===== config.mk =====
export PLATFORM = sky130hd
export DESIGN_NAME = ml_infer_seq
export DESIGN_NICKNAME = d
export VERILOG_FILES = /design/src/rtl/ml_seq_pkg.sv /design/src/rtl/ml_settle_timer.sv /design/src/rtl/ml_infer_seq.sv
export SDC_FILE = /design/constraint.sdc
export NUM_CORES = 1
export LEC_CHECK = 0
export CAP_MARGIN = 20
export CORE_MARGIN = 1.5
export CORE_UTILIZATION = 35
export CTS_CLUSTER_DIAMETER = 50
export DETAILED_ROUTE_END_ITERATION = 8
export DONT_BUFFER_PORTS = 1
export SLEW_MARGIN = 10
export SYNTH_ARGS = -nofsm -noshare
export SYNTH_HDL_FRONTEND = slang
export SYNTH_SLANG_ARGS = --single-unit
export TNS_END_PERCENT = 100

===== constraint.sdc =====
create_clock -name clk -period 4.1 [get_ports clk]
set_input_delay 1.025 -clock clk [delete_from_list [all_inputs] [get_ports clk]]
set_output_delay 1.025 -clock clk [all_outputs]
set_load 0.01 [all_outputs]

===== src/rtl/ml_seq_pkg.sv =====
// Shared types and defaults for the sequential inference front-end.
// Holds the FSM state encoding, default geometry and the statistics counter width.
package ml_seq_pkg;

    typedef enum logic [1:0] {
        LOAD   = 2'd0,
        SETTLE = 2'd1,
        RESULT = 2'd2
    } state_t;

    localparam int DEF_WIDTH_A  = 4;
    localparam int DEF_NUM_A    = 21;
    localparam int DEF_OUTWIDTH = 2;
    localparam int CNT_W        = 16;

    // Saturating increment: a counter parked at all-ones stays there.
    function automatic logic [CNT_W-1:0] sat_inc(input logic [CNT_W-1:0] v);
        return (&v) ? v : v + 1'b1;
    endfunction

endpackage


===== src/rtl/ml_settle_timer.sv =====
// Settle countdown: after a start pulse, done is high on the SETTLE_CYC-th cycle.
// Idle (count 0) until the next start.
module ml_settle_timer #(
    parameter int SETTLE_CYC = 8
) (
    input  logic clk,
    input  logic rst_n,
    input  logic start,
    output logic done
);

    localparam logic [7:0] TERM = 8'(SETTLE_CYC);

    logic [7:0] cnt;

    // NOTE: state registers use non-blocking assignments so every flop samples pre-edge values.
    always_ff @(posedge clk or negedge rst_n) begin
        if (!rst_n) begin
            cnt <= '0;
        end else if (start) begin
            cnt <= 8'd1;
        end else if (cnt == TERM) begin
            cnt <= '0;
        end else if (cnt != '0) begin
            cnt <= cnt + 8'd1;
        end
    end

    assign done = (cnt == TERM);

endmodule


===== src/rtl/ml_infer_seq.sv =====
// Feature loader / classifier sequencer: LOAD -> SETTLE -> RESULT -> LOAD.
// Optional per-class result counters are enabled with the ML_CLASS_CNT_EN macro.
module ml_infer_seq
    import ml_seq_pkg::*;
#(
    parameter int WIDTH_A    = DEF_WIDTH_A,
    parameter int NUM_A      = DEF_NUM_A,
    parameter int OUTWIDTH   = DEF_OUTWIDTH,
    parameter int SETTLE_CYC = 8
) (
    input  logic                       clk,
    input  logic                       rst_n,
    input  logic [WIDTH_A-1:0]         s_data,
    input  logic                       s_valid,
    output logic                       s_ready,
    input  logic                       s_last,
    output logic [NUM_A*WIDTH_A-1:0]   clf_inp,
    input  logic [OUTWIDTH-1:0]        clf_out,
    output logic [OUTWIDTH-1:0]        m_class,
    output logic                       m_valid,
    input  logic                       m_ready,
    output logic                       busy,
`ifdef ML_CLASS_CNT_EN
    output logic [(2**OUTWIDTH)*CNT_W-1:0] class_cnt,
`endif
    output logic                       err_len
);

    localparam int              IDX_W    = (NUM_A > 1) ? $clog2(NUM_A) : 1;
    localparam logic [IDX_W-1:0] LAST_IDX = IDX_W'(NUM_A - 1);

    state_t           state;
    logic [IDX_W-1:0] idx;
    logic             start;
    logic             done;
    logic             accept;

    assign accept = s_valid && s_ready;

    ml_settle_timer #(
        .SETTLE_CYC(SETTLE_CYC)
    ) u_timer (
        .clk  (clk),
        .rst_n(rst_n),
        .start(start),
        .done (done)
    );

    // The timer is kicked one cycle after SETTLE entry, so the first result
    // appears SETTLE_CYC+1 edges after the final feature is taken.
    always_ff @(posedge clk or negedge rst_n) begin
        if (!rst_n) begin
            state   <= LOAD;
            idx     <= '0;
            start   <= 1'b0;
            clf_inp <= '0;
            m_class <= '0;
            m_valid <= 1'b0;
            err_len <= 1'b0;
            busy    <= 1'b0;
            s_ready <= 1'b0;
        end else begin
            err_len <= 1'b0;
            start   <= 1'b0;
            case (state)
                LOAD: begin
                    s_ready <= 1'b1;
                    if (accept) begin
                        for (int k = 0; k < NUM_A; k++) begin
                            if (idx == IDX_W'(k)) clf_inp[k*WIDTH_A +: WIDTH_A] <= s_data;
                        end
                        if (idx == LAST_IDX && s_last) begin
                            state   <= SETTLE;
                            idx     <= '0;
                            start   <= 1'b1;
                            s_ready <= 1'b0;
                            busy    <= 1'b1;
                        end else if (idx == LAST_IDX || s_last) begin
                            err_len <= 1'b1;
                            idx     <= '0;
                        end else begin
                            idx <= idx + 1'b1;
                        end
                    end
                end
                SETTLE: begin
                    if (done) begin
                        m_class <= clf_out;
                        m_valid <= 1'b1;
                        state   <= RESULT;
                    end
                end
                RESULT: begin
                    if (m_ready) begin
                        m_valid <= 1'b0;
                        busy    <= 1'b0;
                        s_ready <= 1'b1;
                        state   <= LOAD;
                    end
                end
                default: state <= LOAD;
            endcase
        end
    end

`ifdef ML_CLASS_CNT_EN
    logic             hs;
    logic [CNT_W-1:0] cnt_q [2**OUTWIDTH];

    assign hs = (state == RESULT) && m_valid && m_ready;

    always_ff @(posedge clk or negedge rst_n) begin
        if (!rst_n) begin
            for (int c = 0; c < 2**OUTWIDTH; c++) cnt_q[c] <= '0;
        end else if (hs) begin
            for (int c = 0; c < 2**OUTWIDTH; c++) begin
                if (m_class == OUTWIDTH'(c)) cnt_q[c] <= sat_inc(cnt_q[c]);
            end
        end
    end

    always_comb begin
        class_cnt = '0;
        for (int c = 0; c < 2**OUTWIDTH; c++) class_cnt[c*CNT_W +: CNT_W] = cnt_q[c];
    end
`else
    // No per-class statistics in this build.
`endif

endmodule


== Yosys cells after proc, flatten, opt, wreduce, memory -nomap -nowiden ==
Cells that the tools add are included.

* Add/sub/neg operators: 2
* Muxes and demuxes: 27
* Reductions and logical operators: 36
* Equality and inequality tests: 27

{| class="wikitable"
|+ Operators with widths
! cell !! number
|-
| $reduce_and A3 Y1 || 22
|-
| $eq A5 B4 Y1 const B || 8
|-
| $eq A5 B5 Y1 const B || 5
|-
| $mux W8 || 3
|-
| $eq A5 B3 Y1 const B || 4
|-
| $mux W1 || 14
|-
| $eq A5 B2 Y1 const B || 2
|-
| $mux W5 || 2
|-
| $add A8 B1 Y8 const B || 1
|-
| $eq A8 B4 Y1 const B || 1
|-
| $mux W2 || 4
|-
| $ne A2 B2 Y1 const B || 4
|-
| $reduce_and A4 Y1 || 2
|-
| $reduce_bool A8 Y1 || 1
|-
| $pmux W1 S2 || 3
|-
| $pmux W2 S3 || 1
|-
| $reduce_and A2 Y1 || 3
|-
| $add A5 B1 Y5 const B || 1
|-
| $eq A5 B1 Y1 const B || 1
|-
| $logic_not A5 Y1 || 1
|-
| $reduce_bool A2 Y1 || 2
|-
| $reduce_bool A3 Y1 || 1
|-
| $eq A2 B1 Y1 const B || 1
|-
| $eq A2 B2 Y1 const B || 1
|-
| 3 further kinds || 4
|}

* Logic and storage cells: 122
* Register bits after elaboration: 106
* Output and inout bits: 90
* Input port bits: 11

== Logic depth before layout (Yosys ltp) ==
Gate-level depths: netlist of run 1.

* Depth in word-level cells: 6
* Mapped depth: 9
* Mapped depth without buffers: 9

== Cells and area by module ==
A second synthesis of run 1 with hierarchy kept.

* Cells, all modules: 330
* Area total of the unflattened synthesis: 4,679.5 µm²

{| class="wikitable"
|+ Modules (own cells, without submodules)
! module !! cells each !! sequential area each (µm²) !! area each (µm²) !! instances
|-
| ml_infer_seq || 284 || 2,452.4 || 4,197.8 || 1
|-
| ml_settle_timer || 46 || 200.2 || 481.7 || 1
|}

== Least setup slack after synthesis of run 1 ==
Ideal clock, no wire load.

* Path type: input to register
* From: in s_valid
* To: reg clf_inp[32]
* Buffers on the path: 2
* Cell stages on the path: 5
* Slack: 1,897 ps
* Data arrival time: 2,079 ps
* Library setup time: 125 ps
* Data required time: 3,975 ps
* Path through: nor4bb_1 -> clkbuf_1 -> buf_4 -> nand4b_1 -> mux2_2

* Word-level cells in the longest chain between the ends: 2

{| class="wikitable"
|+ Ends and longest elaborated chain
! element !! line !! text
|-
| from (decl) || ml_infer_seq.sv:14 || <nowiki>input logic s_valid,</nowiki>
|-
| $logic_and A1 B1 Y1 || ml_infer_seq.sv:38 || <nowiki>assign accept = s_valid && s_ready;</nowiki>
|-
| $reduce_and A3 Y1 (no line) || -- ||
|-
| to (signal, indexed assignment) || ml_infer_seq.sv:70 || <nowiki>if (idx == IDX_W'(k)) clf_inp[k*WIDTH_A +: WIDTH_A] <= s_data;</nowiki>
|-
| to (decl) || ml_infer_seq.sv:17 || <nowiki>output logic [NUM_A*WIDTH_A-1:0] clf_inp,</nowiki>
|}

Every way passes these cells.
A chain may end at the register's enable or synchronous reset.

== Final worst setup path of run 1 ==
* From: in s_valid
* To: reg clf_inp[15]

Same word-level chain as after synthesis.

==> results of run 1 <==
[routing by layer]
metal / track usage (%) / vias to the layer above / wire length (µm) / share of wire, %
met5: 0 / - / 0 / 0
li1: - / 1161 / - / -
met3: 6.52 / 12 / 830 / 8.9
met4: 5.79 / 0 / 159 / 1.7
met1: 17.2 / 1356 / 3940 / 42
met2: 22.2 / 75 / 4440 / 47
[report_power, final]
group	switching, W	leakage (nW)	internal (W)
combinational	0.000125	0.792	0.000173
clock	0.000387	0.135	0.000434
sequential	0.000206	1.42	0.00120
[layout by cell type (no fill, tap or decap), types with 3 or more instances in the layout]
cell type	instances
a21oi_1	7
clkbuf_16	9
clkinv_4	3
dfrtp_1	106
ha_1	10
inv_1	10
mux2_2	86
nand2_1	7
nand2b_1	6
nand3_1	11
nand4b_1	7
nor2_1	5
nor2b_1	9
nor3_2	3
nor4_4	3
o21ai_0	9
or3_1	3
[per-stage QoR]
step                hold slack (ps)  util, %
detailed placement              536     37.3
CTS                             344     39.6
global placement                538     37.3
floorplan                       480        -
global route                    340     39.6
finish                          366     39.6
[sequential cells by signal (all words and copies together), names as in the netlist]
register	count
busy	1
start	1
state	2
u_timer.cnt	8
m_valid	1
idx	5
err_len	1
clf_inp	84
s_ready	1
m_class	2
[layout make-up]
type	count	area [µm²]	area share, %
clock buffer	10	239	4.76
clock inverter	6	50.0	0.997
inverter	10	37.5	0.748
multi-input combinational	196	1820	36.2
sequential	106	2650	52.8
tap	172	215	4.29
timing repair buffer	1	7.51	0.150
[cell usage after synthesis (all sizes together), types with 3 or more instances]
| cell type | count | share of area [%] |
|---|---|---|
| or3 | 3 | 0.41 |
| nor3 | 4 | 0.77 |
| nand4b | 7 | 1.3 |
| buf | 6 | 0.85 |
| nand2 | 7 | 0.57 |
| a21oi | 7 | 0.77 |
| ha | 10 | 2.7 |
| nand3 | 11 | 1.2 |
| clkbuf | 12 | 0.98 |
| inv | 10 | 0.82 |
| mux2 | 86 | 21 |
| o21ai | 9 | 0.98 |
| nand2b | 6 | 0.82 |
| nor2b | 9 | 1.2 |
| nor2 | 5 | 0.41 |
| nor4 | 4 | 1.7 |
| dfrtp | 106 | 58 |
[worst reg2reg max path, delay by kind of cell (launching register included)]
| kind | cells | cell delay, ps |
|---|---|---|
| DFF | 1 | 460 |
| muxes | 1 | 390 |
| and+or+nand+nor | 2 | 1420 |
[worst max path at each step]
stage / startpoint / end / slack, ps / cells after the start
6_report: s_valid / clf_inp[15] / 1630 / 3
3_5_place_dp: s_valid / clf_inp[14] / 1250 / 3
2_1_floorplan: s_valid / clf_inp[32] / 1900 / 5
5_1_grt: idx[2] / idx[2] / 1470 / 6
3_3_place_gp: s_valid / clf_inp[67] / 1310 / 3
4_1_cts: s_valid / clf_inp[15] / 1630 / 3
[cell families (layout without fill, tap and decap cells)]
logic type      count (synthesis)  count (layout)  share of synthesized area, %
xor+xnor                        2               2                         0.383
buf+inv                        28              27                          2.65
mux                            86              86                          21.2
simple gates                   71              71                          11.3
compound gates                 27              27                          3.83
flops                         106             106                          58.0
fa+ha+maj                      10              10                          2.73
==> impl_metrics.csv, run 1 <==
group,metric,value,unit
sta,finClkSkew,9.11,ps
worst_setup_path,slowest_delay,690,ps
sta,finalMaxSlewViolations,0,
grt,grt_max_degree,107,
power_and_ir_drop,power.density,503,nW/µm²
grt,grt_antenna_before_repair,0,
routing,wl_per_cell,18.7,µm
clock_network,cts_buffers,9,
placed_design,dp_slack,1250,ps
placed_design,placement.io_buffers,0,
clock_network,post_cts_resize_count,0,
die,start_util,36.1,%
clock_network,cts-root-buf,"clkbuf_16",
clock_network,cts_sinks,106,
sta,fmaxAchievable,405,MHz
sta,hold_violations,0,
synthesis,synth_area,4580,µm²
worst_setup_path,rrSetupSlack,1720,ps
synthesis,synth_edf_count,0,
clock_network,htreeDepth,3,
final_layout,fill_cells,1214,
worst_setup_path,slowest_stage,"nor4b_2",
die,core,12700,µm²
placed_design,place_congestion,0.774,
grt,grt_pass1_wl,15300,µm
synthesis,syn_inst,330,
final_layout,final_nets,345,
die,fp-row-count,41,
clock_network,clk_path_buf_depth,2,
synthesis,synth_seq_cells,106,
die,dieArea,13800,µm²
die,die_h,117,µm
die,pin_count,101,
run,maxCapViolCount,0,
sta,tightest_slew,1020,ps
sta,final.min_clock_period,2470,ps
worst_setup_path,arrival,2710,ps
worst_setup_path,crit_chain,"nand4bb_1 > nor4b_2 > mux2_2",
synthesis,ys_warn_count,0,
clock_network,post_cts_buffers,0,
synthesis,ys_types,39,
worst_setup_path,path_buf_inv,0,
power_and_ir_drop,finalPower,0.00252,W
placed_design,hpwlAfterDp,6470,µm
synthesis,postSynthAreaPerCell,13.9,µm²
worst_setup_path,cp_max_fo,11,
synthesis,async_flop_share,100,%
final_layout,diodes,0,
status,outcome,"finished, final reports clean",
sta,setup_viol,0,
routing,drt_iter0_drc,92,
power_and_ir_drop,p_leak,2.34,nW
sta,post-route-period-util,60.2,%
grt,globalRouteTotalUtil,14.3,%
synthesis,seq_area_frac_synth,58.0,%
sta,rsz0062_at_grt,"false",
clock_network,holdBufCountCts,0,
worst_setup_path,r2r_start,"state[0]",
placed_design,place_inst,485,
sta,setup_slack,1630,ps
worst_setup_path,cpLargestDelayFamily,"simple AND/OR/NAND/NOR gates",
routing,drtPass1Iterations,5,
routing,vias_per_cell,5.20,
sta,tns,0,ps
placed_design,post_dp_cell_area,4730,µm²
die,dieWidth,117,µm
worst_setup_path,end_kind,"flop",
synthesis,synth_flop_cell,"dfrtp_1",
sta,relSlewSlack,32.0,%
final_layout,post_layout_nonfiller_instances,501,
routing,drc_errors,0,
synthesis,syn_nets,351,
routing,routed_wl,9370,µm
clock_network,clock_latency,350,ps
final_layout,drive_above_1_share,35.6,%
min_path,hold_path.class,"in -> async",
final_layout,syn_to_final_growth,9.68,%
routing,via_count,2604,
final_layout,design_area,5020,µm²
worst_setup_path,startpoint_type,"input port",
clock_network,tritoncts,"yes",
grt,grt_pass1_vias,2703,
power_and_ir_drop,ir_drop,220,µV
worst_setup_path,timing.rr.end,"clf_inp[15]",
clock_network,path_clk_slew,70,ps
grt,grt_overflow,0,
routing,ant_nets,0,
worst_setup_path,required,4340,ps
worst_setup_path,crit_type,"in -> reg",
worst_setup_path,r2r.worst_path.cells,3,
No activity file was read; power rests on OpenSTA's default activity.
==> inputs of run 2 (changes only) <==
clock period = 2.38 ns   (was 4.1 ns; I/O delays follow)
==> impl_metrics.csv, run 2 (synthesis gave the netlist of run 1 again) <==
group,metric,value,unit
final_layout,largest_register,"clf_inp",
sta,tns,0,ps
sta,fmaxAchievable,526,MHz
power_and_ir_drop,p_leak,2.41,nW
clock_network,tritoncts,"yes",
worst_setup_path,crit_chain,"inv_1 > ha_1 > nand2_1 > nor2b_1 > inv_1 > ha_1 > nor2b_1 > a32o_1",
die,core,12700,µm²
clock_network,cts-root-buf,"clkbuf_16",
worst_setup_path,slowest_stage,"dfrtp_1",
routing,drt_iter0_drc,129,
worst_setup_path,critPathCapture,"idx[2]",
worst_setup_path,slowest_delay,410,ps
grt,gr-usage-met2,22.6,%
routing,vias_per_cell,5.14,
sta,hold_ws,-55.0,ps
final_layout,drive_above_1_share,36.2,%
final_layout,design_area,5130,µm²
worst_setup_path,timing.rr.end,"idx[2]",
die,pin_count,101,
worst_setup_path,cpLargestDelayFamily,"simple AND/OR/NAND/NOR gates",
grt,grt_antenna_before_repair,0,
grt,grt_max_degree,107,
die,dieArea,13800,µm²
grt,top_usage_layer,"met2",
final_layout,final_cell_mix,"dfrtp_1, mux2_2, nand3_1, inv_1, ha_1",
final_layout,largest_register_ffs,84,
die,start_util,36.1,%
die,dieWidth,117,µm
grt,grt_pass1_wl,15600,µm
grt,grt_pass1_vias,2779,
final_layout,post-route-util,40.5,%
status,outcome,"complete, but fails checks",
clock_network,cts_sinks,106,
run,maxCapViolCount,0,
die,fp-row-count,41,
die,die_h,117,µm
placed_design,post_dp_cell_area,4770,µm²
worst_setup_path,crit_type,"reg -> reg",
worst_setup_path,cp_num_cells,8,
worst_setup_path,rrSetupSlack,480,ps
routing,via_count,2600,
power_and_ir_drop,finalPower,0.00476,W
sta,finClkSkew,8.53,ps
sta,rsz0062_at_grt,"false",
worst_setup_path,path_buf_inv,2,
grt,grt_overflow,0,
sta,tightest_slew,513,ps
placed_design,hpwlAfterDp,6610,µm
grt,grt_use_met1,18.1,%
status,failed_checks,"hold timing",
routing,wl_per_cell,19.2,µm
routing,drtPass1Iterations,4,
worst_setup_path,required,2610,ps
worst_setup_path,startpoint_type,"flop",
final_layout,largest_registers,"clf_inp x84, u_timer.cnt x8, idx x5",
grt,globalRouteTotalUtil,14.6,%
clock_network,clk_path_buf_depth,2,
final_layout,final_nets,350,
sta,post-route-period-util,79.9,%
min_path,hold_path.class,"in -> async",
sta,final.min_clock_period,1900,ps
power_and_ir_drop,pwr-share-comb,11.5,%
worst_setup_path,critPathLaunch,"idx[0]",
clock_network,cts_buffers,9,
clock_network,clock_latency,340,ps
worst_setup_path,end_kind,"flop",
final_layout,final_common_cell,"dfrtp_1",
final_layout,syn_to_final_growth,12.2,%
power_and_ir_drop,seq_power_share,50.8,%
power_and_ir_drop,power.density,927,nW/µm²
sta,setup_viol,0,
power_and_ir_drop,ir_drop,359,µV
routing,ant_nets,0,
grt,grt_use_met3,6.47,%
worst_setup_path,arrival,2140,ps
clock_network,htreeDepth,3,
routing,routed_wl,9740,µm
power_and_ir_drop,switching_share,26.0,%
power_and_ir_drop,p_clk_share,37.7,%
placed_design,placement.io_buffers,0,
worst_setup_path,r2r_start,"idx[0]",
placed_design,place_congestion,0.758,
power_and_ir_drop,power.switching,0.00124,W
sta,finalMaxSlewViolations,0,
worst_setup_path,r2r.worst_path.cells,8,
sta,relSlewSlack,65.8,%
final_layout,diodes,0,
sta,hold_violations,106,
routing,drc_errors,0,
power_and_ir_drop,p_int,0.00352,W
clock_network,path_clk_slew,70,ps
worst_setup_path,cp_max_fo,4,
-- run 2: worst min path at each step --
| stage | endpoint | slack (ps) | depth (start not counted) |
|---|---|---|---|
| after global routing | clf_inp[48] | -80 | 0 |
| after CTS | m_valid | -70 | 0 |
| after detailed placement | clf_inp[3] | 300 | 0 |
| final | clf_inp[3] | -50 | 0 |
| after floorplan | busy | 300 | 0 |
| after global placement | clf_inp[3] | 300 | 0 |
-- run 2: per-stage QoR --
stage	setup slack (ps)	instances
floorplan	575	330
global placement	511	490
detailed placement	471	490
CTS	452	506
global route	318	506
finish	478	506
-- run 2: cell type report --
type,instances,area [µm²]
Fill cell,1188,7540
Sequential cell,106,2650
Multi-Input combinational cell,196,1820
Clock buffer,10,229
Tap cell,172,215
Clock inverter,6,138
Timing Repair Buffer,6,45.0
Inverter,10,37.5
-- run 2: power groups by stage --
stage          clock, W  combinational [W]  sequential (W)
2_1_floorplan         0           0.000517         0.00234
3_3_place_gp          0           0.000524         0.00245
3_5_place_dp          0           0.000551         0.00246
4_1_cts         0.00184           0.000554         0.00243
5_1_grt         0.00193           0.000614         0.00246
6_report        0.00179           0.000547         0.00242
-- run 2: what timing repair did --
action,CTS,global route
hold endpoints to repair,106,106
gates resized for setup,0,0
endpoints found under the setup margin,0,0
setup buffers,0,0
-- run 2: routing by layer --
metal | wire length (µm) | vias to the layer above
li1 | - | 1169
met1 | 4250 | 1356
met2 | 4610 | 69
met3 | 789 | 6
met4 | 87 | 0
met5 | 0 | -
==> inputs of run 3 (changes only) <==
clock period = 1.7 ns   (was 2.38 ns; I/O delays follow)
==> impl_metrics.csv, run 3 (synthesis gave the netlist of run 1 again) <==
group,metric,value,unit
status,outcome,"complete, but fails checks",
status,failed_checks,"hold timing, setup timing",
sta,tns,-386,ps
sta,post-route-period-util,103,%
clock_network,path_clk_slew,70,ps
placed_design,placement.io_buffers,0,
final_layout,syn_to_final_growth,21.9,%
die,pin_count,101,
sta,relSlewSlack,75.9,%
worst_setup_path,cp_max_fo,4,
final_layout,final_cell_mix,"dfrtp_1, mux2_2, buf_4, clkbuf_16, o21ai_0",
final_layout,drive_above_1_share,50.0,%
clock_network,cts_buffers,9,
grt,globalRouteTotalUtil,15.2,%
sta,hold_violations,106,
sta,hold_ws,-223,ps
routing,ant_nets,0,
grt,gr-usage-met2,24.4,%
final_layout,diodes,0,
routing,vias_per_cell,5.11,
routing,wl_per_cell,18.6,µm
power_and_ir_drop,p_leak,2.64,nW
grt,grt_use_met3,5.89,%
worst_setup_path,required,1930,ps
clock_network,tritoncts,"yes",
worst_setup_path,arrival,1980,ps
sta,setup_slack,-46.4,ps
sta,tightest_slew,361,ps
worst_setup_path,end_kind,"flop",
routing,via_count,2800,
power_and_ir_drop,power.density,1150,nW/µm²
grt,grt_antenna_before_repair,0,
worst_setup_path,critPathLaunch,"idx[1]",
die,core,12700,µm²
worst_setup_path,r2r.worst_path.cells,7,
run,maxCapViolCount,0,
worst_setup_path,timing.rr.end,"clf_inp[65]",
placed_design,post_dp_cell_area,5020,µm²
worst_setup_path,rrSetupSlack,-50,ps
sta,setup_viol,15,
final_layout,fill_cells,1165,
die,dieWidth,117,µm
die,die_h,117,µm
sta,rsz0062_at_grt,"true",
clock_network,clk_path_buf_depth,2,
final_layout,largest_registers,"clf_inp x84, u_timer.cnt x8, idx x5",
final_layout,design_area,5580,µm²
sta,finClkSkew,6.87,ps
clock_network,clock_latency,340,ps
routing,drc_errors,0,
worst_setup_path,critPathCapture,"clf_inp[65]",
clock_network,cts_sinks,106,
final_layout,largest_register_ffs,84,
power_and_ir_drop,ir_drop,423,µV
die,dieArea,13800,µm²
grt,grt_pass1_wl,16600,µm
grt,grt_pass1_vias,2999,
grt,grt_use_met1,19.0,%
grt,grt_max_degree,107,
worst_setup_path,startpoint_type,"flop",
die,fp-row-count,41,
sta,fmaxAchievable,573,MHz
placed_design,place_congestion,0.763,
final_layout,largest_register,"clf_inp",
min_path,hold_path.class,"in -> async",
final_layout,final_common_cell,"dfrtp_1",
worst_setup_path,r2r_start,"idx[1]",
sta,finalMaxSlewViolations,0,
routing,drtPass1Iterations,4,
placed_design,hpwlAfterDp,6940,µm
routing,routed_wl,10200,µm
routing,drt_iter0_drc,81,
grt,grt_overflow,0,
sta,final.min_clock_period,1750,ps
final_layout,final_nets,392,
die,start_util,36.1,%
clock_network,cts-root-buf,"clkbuf_16",
worst_setup_path,crit_type,"reg -> reg",
clock_network,htreeDepth,3,
grt,top_usage_layer,"met2",
-- run 3: final cells by class --
class / instances / area [µm²] / area share (%)
repair buffers: 48 / 420 / 7.54
clock inverters: 5 / 45.0 / 0.807
well taps: 172 / 215 / 3.86
clock buffers: 11 / 243 / 4.35
multi-input cells: 196 / 1960 / 35.2
inverters: 10 / 37.5 / 0.673
flip-flops and latches: 106 / 2660 / 47.6
-- run 3: where the power goes --
group,total (W),switching [W],internal (W)
sequential,0.00335,0.000456,0.00289
clock,0.00201,0.000947,0.00106
combinational,0.00106,0.000437,0.000620
total,0.00641,0.00184,0.00457
-- run 3: stage by stage --
step	setup WS (ps)	util [%]	hold WS (ps)	total power (W)	std cells
2_1_floorplan	-10.8	-	129	0.00400	330
3_3_place_gp	-61.1	39.6	133	0.00429	519
3_5_place_dp	-79.5	39.6	133	0.00434	519
4_1_cts	-25.5	42.5	-243	0.00642	539
5_1_grt	-102	44.0	-251	0.00679	548
6_report	-46.4	44.0	-223	0.00641	548
-- run 3: metal layers --
layer | vias to the layer above | wire length (µm)
met5 | - | 0
met3 | 9 | 757
li1 | 1260 | -
met1 | 1453 | 4370
met4 | 0 | 113
met2 | 78 | 4960
-- run 3: worst min path at each step --
stage	from	to	slack, ps
final	rst_n	clf_inp[56]	-220
after global routing	rst_n	clf_inp[15]	-250
after CTS	rst_n	clf_inp[52]	-240
after detailed placement	rst_n	clf_inp[56]	130
after global placement	rst_n	clf_inp[56]	130
after floorplan	rst_n	busy	130
-- run 3: worst max-delay path, stage by stage, from the launching register on --
cell	delay, ps
dfrtp_1	420
inv_2	80
ha_2	180
nand2_2	80
buf_4	160
nor4_4	200
buf_4	180
mux2_2	330
-- run 3: timing repair --
action / in CTS / in global routing
pin swaps: 4 / 5
gates cloned: 0 / 2
resized for setup: 14 / 23
setup buffers: 4 / 7
hold endpoints to repair: 106 / 106
setup endpoints to repair: 46 / 85
